### src/rtl/fp_int_mul_vec.sv
// fp_int_mul_vec: multi-lane FP16 x bit-serial integer multiplier.
// Each lane multiplies the FP16 activation mantissa (hidden bit included)
// by a weight that arrives MSB first, one bit per beat, and returns the
// product as sign / raw exponent / unnormalised magnitude.
// Define FP_INT_MUL_VEC_SIGNED_EN to add two's-complement weight support.
// Without it, w_signed is ignored and no subtract path is built.
module fp_int_mul_vec #(
    parameter  int LANES    = 4,
    parameter  int MAX_PREC = 8,
    localparam int MANT_W   = 11 + MAX_PREC
) (
    input  logic                      clk,
    input  logic                      rst,
    input  logic [16*LANES-1:0]       act,
    input  logic [LANES-1:0]          w,
    input  logic                      valid,
    output logic                      in_ready,
    input  logic [3:0]                precision,
    input  logic                      w_signed,
    output logic [LANES-1:0]          sign_out,
    output logic [5*LANES-1:0]        exp_out,
    output logic [MANT_W*LANES-1:0]   mantissa_out,
    output logic                      out_valid,
    input  logic                      out_ready
);

    // One extra bit so a negative partial product keeps its sign.
    localparam int ACC_W = MANT_W + 1;

    typedef enum logic {
        IDLE  = 1'b0,
        SHIFT = 1'b1
    } state_t;

    state_t                 state;
    logic [3:0]             count;
    logic [3:0]             prec_q;
    logic [16*LANES-1:0]    act_q;
    logic [ACC_W-1:0]       acc [LANES];

    logic                   first_beat;
    logic                   last_beat;
    logic                   beat;
    logic [3:0]             prec_in_eff;
    logic [16*LANES-1:0]    act_cur;

    logic [15:0]            lane_act [LANES];
    logic [ACC_W-1:0]       mant_ext [LANES];
    logic [ACC_W-1:0]       acc_next [LANES];
    logic [MANT_W-1:0]      acc_mag  [LANES];

`ifndef FP_INT_MUL_VEC_SIGNED_EN
    // Weights are always unsigned in this build; the mode pin has no effect.
    logic unused_w_signed;
    assign unused_w_signed = w_signed;
`endif

    // Out-of-range precision falls back to the widest weight.
    assign prec_in_eff = (precision == 4'd0 || precision > 4'(MAX_PREC))
                         ? 4'(MAX_PREC) : precision;

    // A word starts in IDLE; its own precision decides if it is also the last bit.
    assign first_beat = (state == IDLE);
    assign last_beat  = first_beat ? (prec_in_eff == 4'd1)
                                   : (count == prec_q - 4'd1);

    // Only the beat that would write the output registers waits for a drain.
    assign in_ready = !(out_valid && !out_ready) || !last_beat;
    assign beat     = valid && in_ready;

    // The first beat uses the live activation; later beats use the latched copy.
    assign act_cur = first_beat ? act : act_q;

    // Per-lane shift-and-add step and the magnitude of its result.
    always_comb begin
        for (int i = 0; i < LANES; i++) begin
            // NOTE: every comb output gets a value on every path, so no latch is inferred.
            lane_act[i] = act_cur[16*i +: 16];
            mant_ext[i] = ACC_W'({|lane_act[i][14:10], lane_act[i][9:0]});
            if (first_beat) begin
                acc_next[i] = w[i] ? mant_ext[i] : '0;
`ifdef FP_INT_MUL_VEC_SIGNED_EN
                // The MSB of a two's-complement weight carries negative weight.
                if (w_signed) begin
                    acc_next[i] = w[i] ? -mant_ext[i] : '0;
                end
`endif
            end else begin
                acc_next[i] = (acc[i] << 1) + (w[i] ? mant_ext[i] : '0);
            end
            acc_mag[i] = MANT_W'(acc_next[i][ACC_W-1] ? -acc_next[i] : acc_next[i]);
        end
    end

    // Word sequencing: state, bit counter, latched operands and accumulators.
    always_ff @(posedge clk or negedge rst) begin
        if (!rst) begin
            state  <= IDLE;
            count  <= 4'd0;
            prec_q <= 4'd0;
            act_q  <= '0;
            // NOTE: the accumulator array is a handful of flops, not a RAM, so it is reset like any register.
            for (int i = 0; i < LANES; i++) begin
                acc[i] <= '0;
            end
        end else if (beat) begin
            // NOTE: non-blocking assignments so every register samples pre-edge values.
            for (int i = 0; i < LANES; i++) begin
                acc[i] <= acc_next[i];
            end
            if (first_beat) begin
                act_q  <= act;
                prec_q <= prec_in_eff;
            end
            if (last_beat) begin
                state <= IDLE;
                count <= 4'd0;
            end else begin
                state <= SHIFT;
                count <= count + 4'd1;
            end
        end
    end

    // Result registers: load on the final beat, hold until drained.
    always_ff @(posedge clk or negedge rst) begin
        if (!rst) begin
            out_valid    <= 1'b0;
            sign_out     <= '0;
            exp_out      <= '0;
            mantissa_out <= '0;
        end else if (beat && last_beat) begin
            out_valid <= 1'b1;
            for (int i = 0; i < LANES; i++) begin
                sign_out[i]                       <= lane_act[i][15] ^ acc_next[i][ACC_W-1];
                exp_out[5*i +: 5]                 <= lane_act[i][14:10];
                mantissa_out[MANT_W*i +: MANT_W]  <= acc_mag[i];
            end
        end else if (out_ready) begin
            out_valid <= 1'b0;
        end
    end

endmodule

### config.mk
export PLATFORM = sky130hd
export DESIGN_NAME = fp_int_mul_vec
export DESIGN_NICKNAME = d
export VERILOG_FILES = /design/src/rtl/fp_int_mul_vec.sv
export SDC_FILE = /design/constraint.sdc
export NUM_CORES = 1
export LEC_CHECK = 0
export BUFFER_PORTS_ARGS = -buffer_cell sky130_fd_sc_hd__buf_2
export CAP_MARGIN = 20
export CORE_ASPECT_RATIO = 2
export CORE_MARGIN = 3
export CORE_UTILIZATION = 45
export CTS_BUF_LIST = sky130_fd_sc_hd__clkbuf_8
export CTS_CLUSTER_DIAMETER = 30
export DETAILED_ROUTE_END_ITERATION = 8
export PLACE_DENSITY_LB_ADDON = 0.2
export SYNTH_ARGS = -nofsm -noshare
export SYNTH_HDL_FRONTEND = slang
export SYNTH_SLANG_ARGS = --single-unit
### constraint.sdc
create_clock -name clk -period 6.5 [get_ports clk]
set_input_delay 0.975 -clock clk [delete_from_list [all_inputs] [get_ports clk]]
set_output_delay 0.975 -clock clk [all_outputs]
set_load 0.01 [all_outputs]
* Word level (Yosys, flattened, before mapping)
Index checks and enable logic that the tools add are counted.
** Operators by class
- $add $sub $neg :: 10
- $lt $le $gt $ge :: 1
- Equal/unequal tests :: 2
- Muxes and demuxes :: 19
- Bitwise logic cells :: 5
- Reductions and logical operators :: 15
** Operators by type and width (count)
- 20-bit by 11-bit adder with 20-bit output :: 4
- 20-bit two-way mux :: 4
- 19-bit two-way mux :: 4
- 19-bit negation :: 4
- 64-bit two-way mux :: 1
- 11-bit two-way mux :: 4
- 5-bit OR reduction :: 4
- 4-bit two-way mux :: 2
- 4-bit by 1-bit adder with 4-bit output, second input constant :: 1
- 4-bit by 1-bit equality test with 1-bit output, second input constant :: 1
- 4-bit equality test :: 1
- 4-bit greater-than comparator, second input constant :: 1
- 4-bit zero test :: 1
- 1-bit two-way mux :: 4
- 4-bit by 1-bit subtractor with 4-bit output, second input constant :: 1
- 1-bit XOR :: 4
- 1-bit logical AND :: 3
- 1-bit zero test :: 3
- 1-bit logical OR :: 2
- 2-bit AND reduction :: 1
- 2-bit nonzero test :: 1
- 1-bit NOT :: 1
** Word-level totals
- Flip-flop bits (word level) :: 250
- Input bits :: 77
- Word-level logic and storage cells :: 64

* Depth between registers and ports, before layout
Gate-level depths: netlist of the first run.
- Depth after elaboration :: 10
- Depth in mapped cells :: 23
- Mapped depth without buffers :: 14

* Worst setup path after synthesis of the first run
No wires, ideal clock.
- Path kind :: flip-flop to flip-flop
- From :: reg state
- To :: reg mantissa_out[37]
- Library setup time :: 0.130 ns
- Arrival time :: 4.550 ns
- Setup slack :: 1.820 ns
- Stages on the path, launching flop included :: 22
- Path buffers :: 8
- Clock period less this slack :: 4.680 ns
- Cells stage by stage :: dfrtp_1 -> buf_6 -> buf_6 -> buf_6 -> buf_2 -> buf_2 -> buf_2 -> buf_2 -> buf_2 -> mux2i_1 -> nor2b_1 -> ha_1 -> fa_1 -> a211oi_2 -> o21ai_1 -> a211oi_2 -> mux2_2 -> o211ai_1 -> nand3_1 -> o31ai_2 -> xnor2_1 -> o21ai_1
** Between the ends
- Cells in the longest elaborated chain, start to end :: 7
** Ends and longest elaborated chain
- from (decl) :: line 35 : state_t state;
- from (signal assigned) :: line 98 : state <= IDLE;
- from (signal assigned) :: line 116 : state <= IDLE;
- from (signal assigned) :: line 119 : state <= SHIFT;
- 64-bit two-way mux
- 5-bit OR reduction :: line 79 : mant_ext[i] = ACC_W'({|lane_act[i][14:10], lane_act[i][9:0]});
- 11-bit two-way mux :: line 81, 89
- 20-bit by 11-bit adder with 20-bit output :: line 89 : acc_next[i] = (acc[i] << 1) + (w[i] ? mant_ext[i] : '0);
- 20-bit two-way mux :: line 80 : if (first_beat) begin
- 19-bit negation :: line 91 : acc_mag[i] = MANT_W'(acc_next[i][ACC_W-1] ? -acc_next[i] : acc_next[i]);
- 19-bit two-way mux :: line 91
- to (signal, indexed assignment) :: line 137 : mantissa_out[MANT_W*i +: MANT_W] <= acc_mag[i];
- to (decl) :: line 22 : output logic [MANT_W*LANES-1:0] mantissa_out,
Parallel ways exist; a longest one is shown, timed or not.
A chain may end at the register's enable or synchronous reset.

* Worst setup path in the final report of the first run
- From :: reg state
- To :: reg mantissa_out[53]
Same word-level chain as after synthesis.

==> metrics, run 1 <==
Tcrit/Tclk final=72.0%; leakage power=0.00815 uW; Synth Cell Area=0.0157 sq mm; r2r worst-path depth=13; Slew @ Worst Pin=0.914 ns; # clock sinks=250; antenna-violating nets left=0; Slew Limit Fails=0; Die H=270 um; global-route wire length before repair=69.6 mm; non-filler cells, final=2305; compound-gate portion of the synthesized area=17.5%; Clock Tree Buf Depth=3; Slew headroom=39.0%; RSZ-0062 raised after global routing=no; Worst VDD drop=0.252 mV; DP Cell Count=2218; Num CTS Buffers=43; vias=13000; io pins=179; largest net degree at the start of global routing=149; most common cell in the synthesized netlist=nand2_1; Async S/R FF share, synth=100%; design area=0.0178 sq mm; pwr/cell area=440 mW/mm^2; drt drc=1; crit start category=register; critical path class=reg2reg; worst path arrival time=5.15 ns; Synth Area in XOR/XNOR=6.03%; largest cells by area after synthesis=dfrtp_1 (40%), mux2_2 (6.2%), nand2_1 (6.1%); GRT Util Overall=22.5%; Highest Clock Rate=214 MHz; Vias/cell=5.63; Synth top cells by count=nand2_1 (256), dfrtp_1 (250), o21ai_0 (169); Final Hold Viols=0; antenna violations before repair=8; detailed placement HPWL=31.0 mm; share of cells above drive strength 1=21.5%; Synth area leader=dfrtp_1; Worst Setup Slack, final=1.82 ns; clk_lat worst skew=0.59 ns; Placement Cell Area=0.0169 sq mm; sequential-to-total area share from yosys stat=39.9%; outcome=finished, violations left; total iterations of the first detailed-routing run=7; clk_skew=0.0407 ns; Placer Congestion=0.893; Reg2Reg Capture Point=mantissa_out[53]$_DFFE_PN0P_; critical path fanouts, max=50; #FFs+latches synth=250; CP Launch Point=state$_DFFE_PN0P_; CP bufs+invs=1; Crit path required time=6.97 ns; post-synthesis mux area share=10.3%; Clock transition at path regs=0.07 ns; area of the core=0.0344 sq mm; critical path cell sequence=buf_4, mux2_2, and2_1, ha_1, a211oi_2, nor3_1, nor3_1, nand4_1, a2111oi_1, and3_1, a21oi_1, xnor2_1, mux2_2; fin crit period=4.68 ns; R2R setup slack=1.82 ns; Synth Area in Simple Gates=18.6%; CTS tree=done; critical path's slowest cell=dfrtp_4; final setup fails=0; Syn Nets=1804; Die X=138 um; Layout area overhead=13.5%; vias in the first global route=13600; RR Startpoint=state$_DFFE_PN0P_; Post-CTS Hold Buffers=0; Crit. path cell count=13; pre-CTS setup slack=1.72 ns; H-Tree Depth=2; CTS root buffer=clkbuf_8; Yosys warnings=0; sum of negative setup slack=0 ns; Final Core Density=51.8%; Starting Density=45.7%; GRT overflow=0; synthesized instance count=1677; Max Cap Viol=0; drt total wl=42.6 mm; number of DRC markers after the initial detailed-route iteration=554; Adder-Cell Fraction of Synth Area=4.18%; die area=0.0373 sq mm; Crit path max-delay family=simple AND/OR/NAND/NOR gates; Synth top area share=39.9%; PostCTS Resize Cnt=0; Critical Path End Type=register; DR WL/cell=18.5 um; Nets=1949; ys flop type=dfrtp_1; port buffer count=177; EDFF count, synth=0; max incr delay on CP=0.84 ns; worst min-delay path category=in2async; failing checks=DRC; synth unique cells=91; largest family of logic cells by synthesized area=simple AND/OR/NAND/NOR gates; setup bufs post-CTS=0; CP endpoint=mantissa_out[53]$_DFFE_PN0P_; Mean Syn Cell Area=9.35 sq um; num rows=96
==> registers in the layout (all words and copies together) (netlist names) <==
| signal | cells |
|---|---|
| mantissa_out | 76 |
| sign_out | 4 |
| prec_q | 4 |
| exp_out | 20 |
| act_q | 64 |
| state | 1 |
| count | 4 |
| acc | 76 |
| out_valid | 1 |
==> worst min-delay path by stage <==
stage               slack (ns)                      endpoint  depth (start not counted)                         start
global route              0.49           acc[27]$_DFFE_PN0P_                          1                           rst
detailed placement        0.47        exp_out[3]$_DFFE_PN0P_                          2        exp_out[3]$_DFFE_PN0P_
finish                    0.39  mantissa_out[43]$_DFFE_PN0P_                          1                           rst
global placement          0.46  mantissa_out[40]$_DFFE_PN0P_                          2  mantissa_out[40]$_DFFE_PN0P_
CTS                       0.47  mantissa_out[38]$_DFFE_PN0P_                          1                           rst
floorplan                 0.46            acc[0]$_DFFE_PN0P_                          2            acc[0]$_DFFE_PN0P_
==> layer usage <==
metal	global-route usage, %	vias up	share of wire, %
li1	-	6311	-
met1	23.1	6235	36
met2	42.7	297	55
met3	3.15	138	3.6
met4	13.2	2	5.9
met5	0	-	0.031
==> stage by stage <==
stage	total power, uW	hold slack [ns]
final	7830	0.392
after global routing	8470	0.490
after CTS	7910	0.466
after detailed placement	6350	0.466
after global placement	6230	0.460
after floorplan	5260	0.456
==> area by class of cell <==
cell class / count / area (sq um)
Sequential cell: 250 / 6260
Fill cell: 3288 / 16500
Clock buffer: 54 / 743
Timing Repair Buffer: 196 / 1050
Tap cell: 441 / 552
Multi-Input combinational cell: 1306 / 8910
Inverter: 25 / 93.8
Antenna cell: 7 / 17.5
Clock inverter: 26 / 179
==> placed cells by master, fill, tap and decap left out, types with 13 or more instances in the layout <==
cell type	synthesis	final
buf_4	0	18
xnor2_1	53	53
nand4_1	16	16
and2_1	17	17
nor2b_1	45	45
nor3_1	29	29
clkbuf_8	0	54
o21ai_0	169	169
dfrtp_1	250	249
xor2_1	55	55
nand3b_1	13	13
a31oi_1	14	14
mux2_2	86	86
mux2i_1	63	63
inv_1	25	32
nand3_1	33	31
ha_1	46	46
o211ai_1	15	15
a21oi_1	62	62
buf_2	23	176
and3_1	21	21
nor2_1	68	68
o21ai_1	29	29
nand2b_1	23	23
nand2_1	256	255
==> kinds of logic (layout without fill, tap and decap cells) <==
| logic type | count (synthesis) | in the layout |
|---|---|---|
| buffers and inverters | 121 | 301 |
| adders and majority gates | 50 | 50 |
| AOI/OAI and AO/OA | 419 | 419 |
| DFF | 250 | 250 |
| and+or+nand+nor | 579 | 579 |
| muxes | 150 | 150 |
| other | 0 | 7 |
| xor gates and xnor gates | 108 | 108 |
==> where the power goes <==
part	total, uW	leakage, uW	switching (uW)	internal, uW
combinational	3710	0.00449	2160	1540
clock	1520	0.000491	713	807
sequential	2610	0.00316	447	2160
Note: power is estimated with default switching activity, not from simulation.
==> inputs of run 2 (changes only) <==
Clock period 6.5 ns to 4 ns, I/O delays scaled along.
==> run 2 against run 1 <==
The run now ends clean. Sequential cell count unchanged. Critical path type unchanged. Total power increased by 75%. Clock power increased by 68%. Via count increased by 3.3%. Sequential power increased by 61%. Sequential share of layout area decreased by 2.2 points. Worst setup slack got worse by 1.7 ns.
==> metrics, run 2 (synthesis results as in run 1) <==
H-Tree Depth=2 (unchanged); Tcrit/Tclk final=97.2% (+25 points); Max Cap Viol=0 (unchanged); Crit path required time=4.41 ns (-2.56 ns); detailed placement HPWL=32.4 mm (+4.4%); Reg2Reg Capture Point=mantissa_out[37]$_DFFE_PN0P_; final setup fails=0 (unchanged); clk_lat worst skew=0.58 ns (about the same); R2R setup slack=0.11 ns (-1.71 ns); RSZ-0062 raised after global routing=yes; Highest Clock Rate=257 MHz (+20%); critical path class=reg2reg; Post-CTS Hold Buffers=0 (unchanged); Nets=2048 (+5.1%); share of cells above drive strength 1=27.4% (+6.0 points); vias in the first global route=13800 (+1.4%); CTS tree=done; Fillers=3209 (-2.4%); area of the multi-input gates=0.00921 sq mm (+3.3%); pwr/cell area=724 mW/mm^2 (+65%); worst path arrival time=4.30 ns (-0.85 ns); worst min-delay path category=in2async; Register Area=0.00626 sq mm (unchanged); Vias/cell=5.60 (-0.62%); sum of negative setup slack=0 ns (unchanged); Die H=270 um (unchanged); outcome=finished clean; Design Power=13700 uW (+75%); DP Cell Count=2293 (+3.4%); Clock Tree Buf Depth=3 (unchanged); vias=13400 (+3.3%); pre-CTS setup slack=0.0120 ns (-1.70 ns); commonest non-fill, non-tap cell in the layout=nand2_1; GRT overflow=0 (unchanged); Clock transition at path regs=0.07 ns (about the same); # clock sinks=250 (unchanged); sequential power share=30.5% (-2.8 points); antenna violations before repair=2 (-6); CTS root buffer=clkbuf_8; Placer Congestion=0.887 (-0.69%); largest net degree at the start of global routing=112 (-25%); num rows=96 (unchanged); antenna-violating nets left=0 (unchanged); RR Startpoint=state$_DFFE_PN0P_; largest registers=acc (76), mantissa_out (76), act_q (64); total net switching power=5710 uW (+72%); Internal Power=8030 uW (+78%); commonest non-fill, non-tap cells in the layout=nand2_1 (255), dfrtp_1 (249), buf_2 (177), o21ai_0 (167), buf_4 (104); Net Sw Frac=41.6% (-0.87 points); die area=0.0373 sq mm (unchanged); Worst Setup Slack, final=0.113 ns (-1.71 ns); crit start category=register; Worst VDD drop=0.450 mV (+78%); r2r worst-path depth=15 (+2); clock network fraction of design power=18.6% (-0.8 points); Comb power frac=50.9% (+3.6 points); Die X=138 um (unchanged); drt total wl=44.2 mm (+3.8%); drt drc=0 (-1); Slew Limit Fails=0 (unchanged); GRT Util Overall=23.0% (+0.48 points); fin crit period=3.89 ns (-0.795 ns); leakage power=0.00872 uW (+6.9%); critical path fanouts, max=17 (-66%); Critical Path End Type=register; Layout area overhead=20.9%; port buffer count=177 (unchanged); number of DRC markers after the initial detailed-route iteration=470 (-15%); Num CTS Buffers=45 (+4.7%); clk_skew=0.0188 ns (-0.0219 ns); Slew @ Worst Pin=0.948 ns (+0.0336 ns); global-route wire length before repair=70.5 mm (+1.4%); Final Core Density=55.2% (+3.4 points); area of the core=0.0344 sq mm (unchanged); Slew headroom=36.8% (-2.2 points); total iterations of the first detailed-routing run=5 (-2); Final Hold Viols=0 (unchanged); io pins=179 (unchanged); Starting Density=45.7% (unchanged); non-filler cells, final=2396 (+3.9%); DR WL/cell=18.5 um (-0.14%)
==> run 2: what timing repair did <==
item,4_1_cts,5_1_grt
endpoints found under the setup margin,0,41
buffers inserted,0,21
gates resized for setup,0,43
==> run 2: power by group through the flow <==
| stage | registers, uW | logic [uW] | clock network [uW] |
|---|---|---|---|
| global route | 4340 | 7730 | 2740 |
| detailed placement | 4230 | 6630 | 0 |
| finish | 4190 | 6990 | 2560 |
| floorplan | 4220 | 4440 | 0 |
| global placement | 4190 | 6500 | 0 |
| CTS | 4190 | 6660 | 2640 |
==> run 2: area by class of cell <==
type	count	area share, %
multi-input cells	1306	48.5
clock inverters	27	1.22
inverters	25	0.495
repair buffers	293	10.0
flip-flops and latches	250	33.0
well taps	441	2.91
clock buffers	52	3.77
diodes	2	0.0264
==> run 2: worst max-delay path, stage by stage (launching register included) <==
cell	delay [ns]
dfrtp_4	0.53
buf_12	0.15
buf_16	0.16
mux2i_1	0.16
nor2b_1	0.07
ha_2	0.20
fa_2	0.45
a211oi_4	0.33
o21ai_2	0.13
a211oi_4	0.32
mux2_4	0.33
o211ai_1	0.21
nand3_1	0.18
o31ai_2	0.23
xnor2_1	0.15
o21ai_1	0.08
==> run 2: stage by stage <==
stage               instance area [sq um]  hold slack (ns)
global route                        19000            0.127
CTS                                 18600           0.0826
global placement                    17600            0.457
finish                              19000           0.0569
floorplan                           15800            0.304
detailed placement                  17600            0.464
==> run 2: worst max path at each step <==
stage	start	slack, ns	cells past startpoint	to
after floorplan	state$_DFFE_PN0P_	-0.32	21	mantissa_out[18]$_DFFE_PN0P_
after global placement	act[10]	0.05	14	mantissa_out[18]$_DFFE_PN0P_
after detailed placement	act[10]	0.01	14	mantissa_out[18]$_DFFE_PN0P_
after CTS	state$_DFFE_PN0P_	0.001	14	mantissa_out[37]$_DFFE_PN0P_
after global routing	state$_DFFE_PN0P_	-0.06	15	mantissa_out[37]$_DFFE_PN0P_
final	state$_DFFE_PN0P_	0.11	15	mantissa_out[37]$_DFFE_PN0P_
==> run 2: per-layer routing <==
layer  GRT usage (%)  routed length [um]  vias to the layer above
li1                -                   -                     6508
met1            23.6               15800                     6495
met2            45.1               24800                      277
met3            2.96                1460                      132
met4            10.8                2240                        0
met5               0                   0                        -
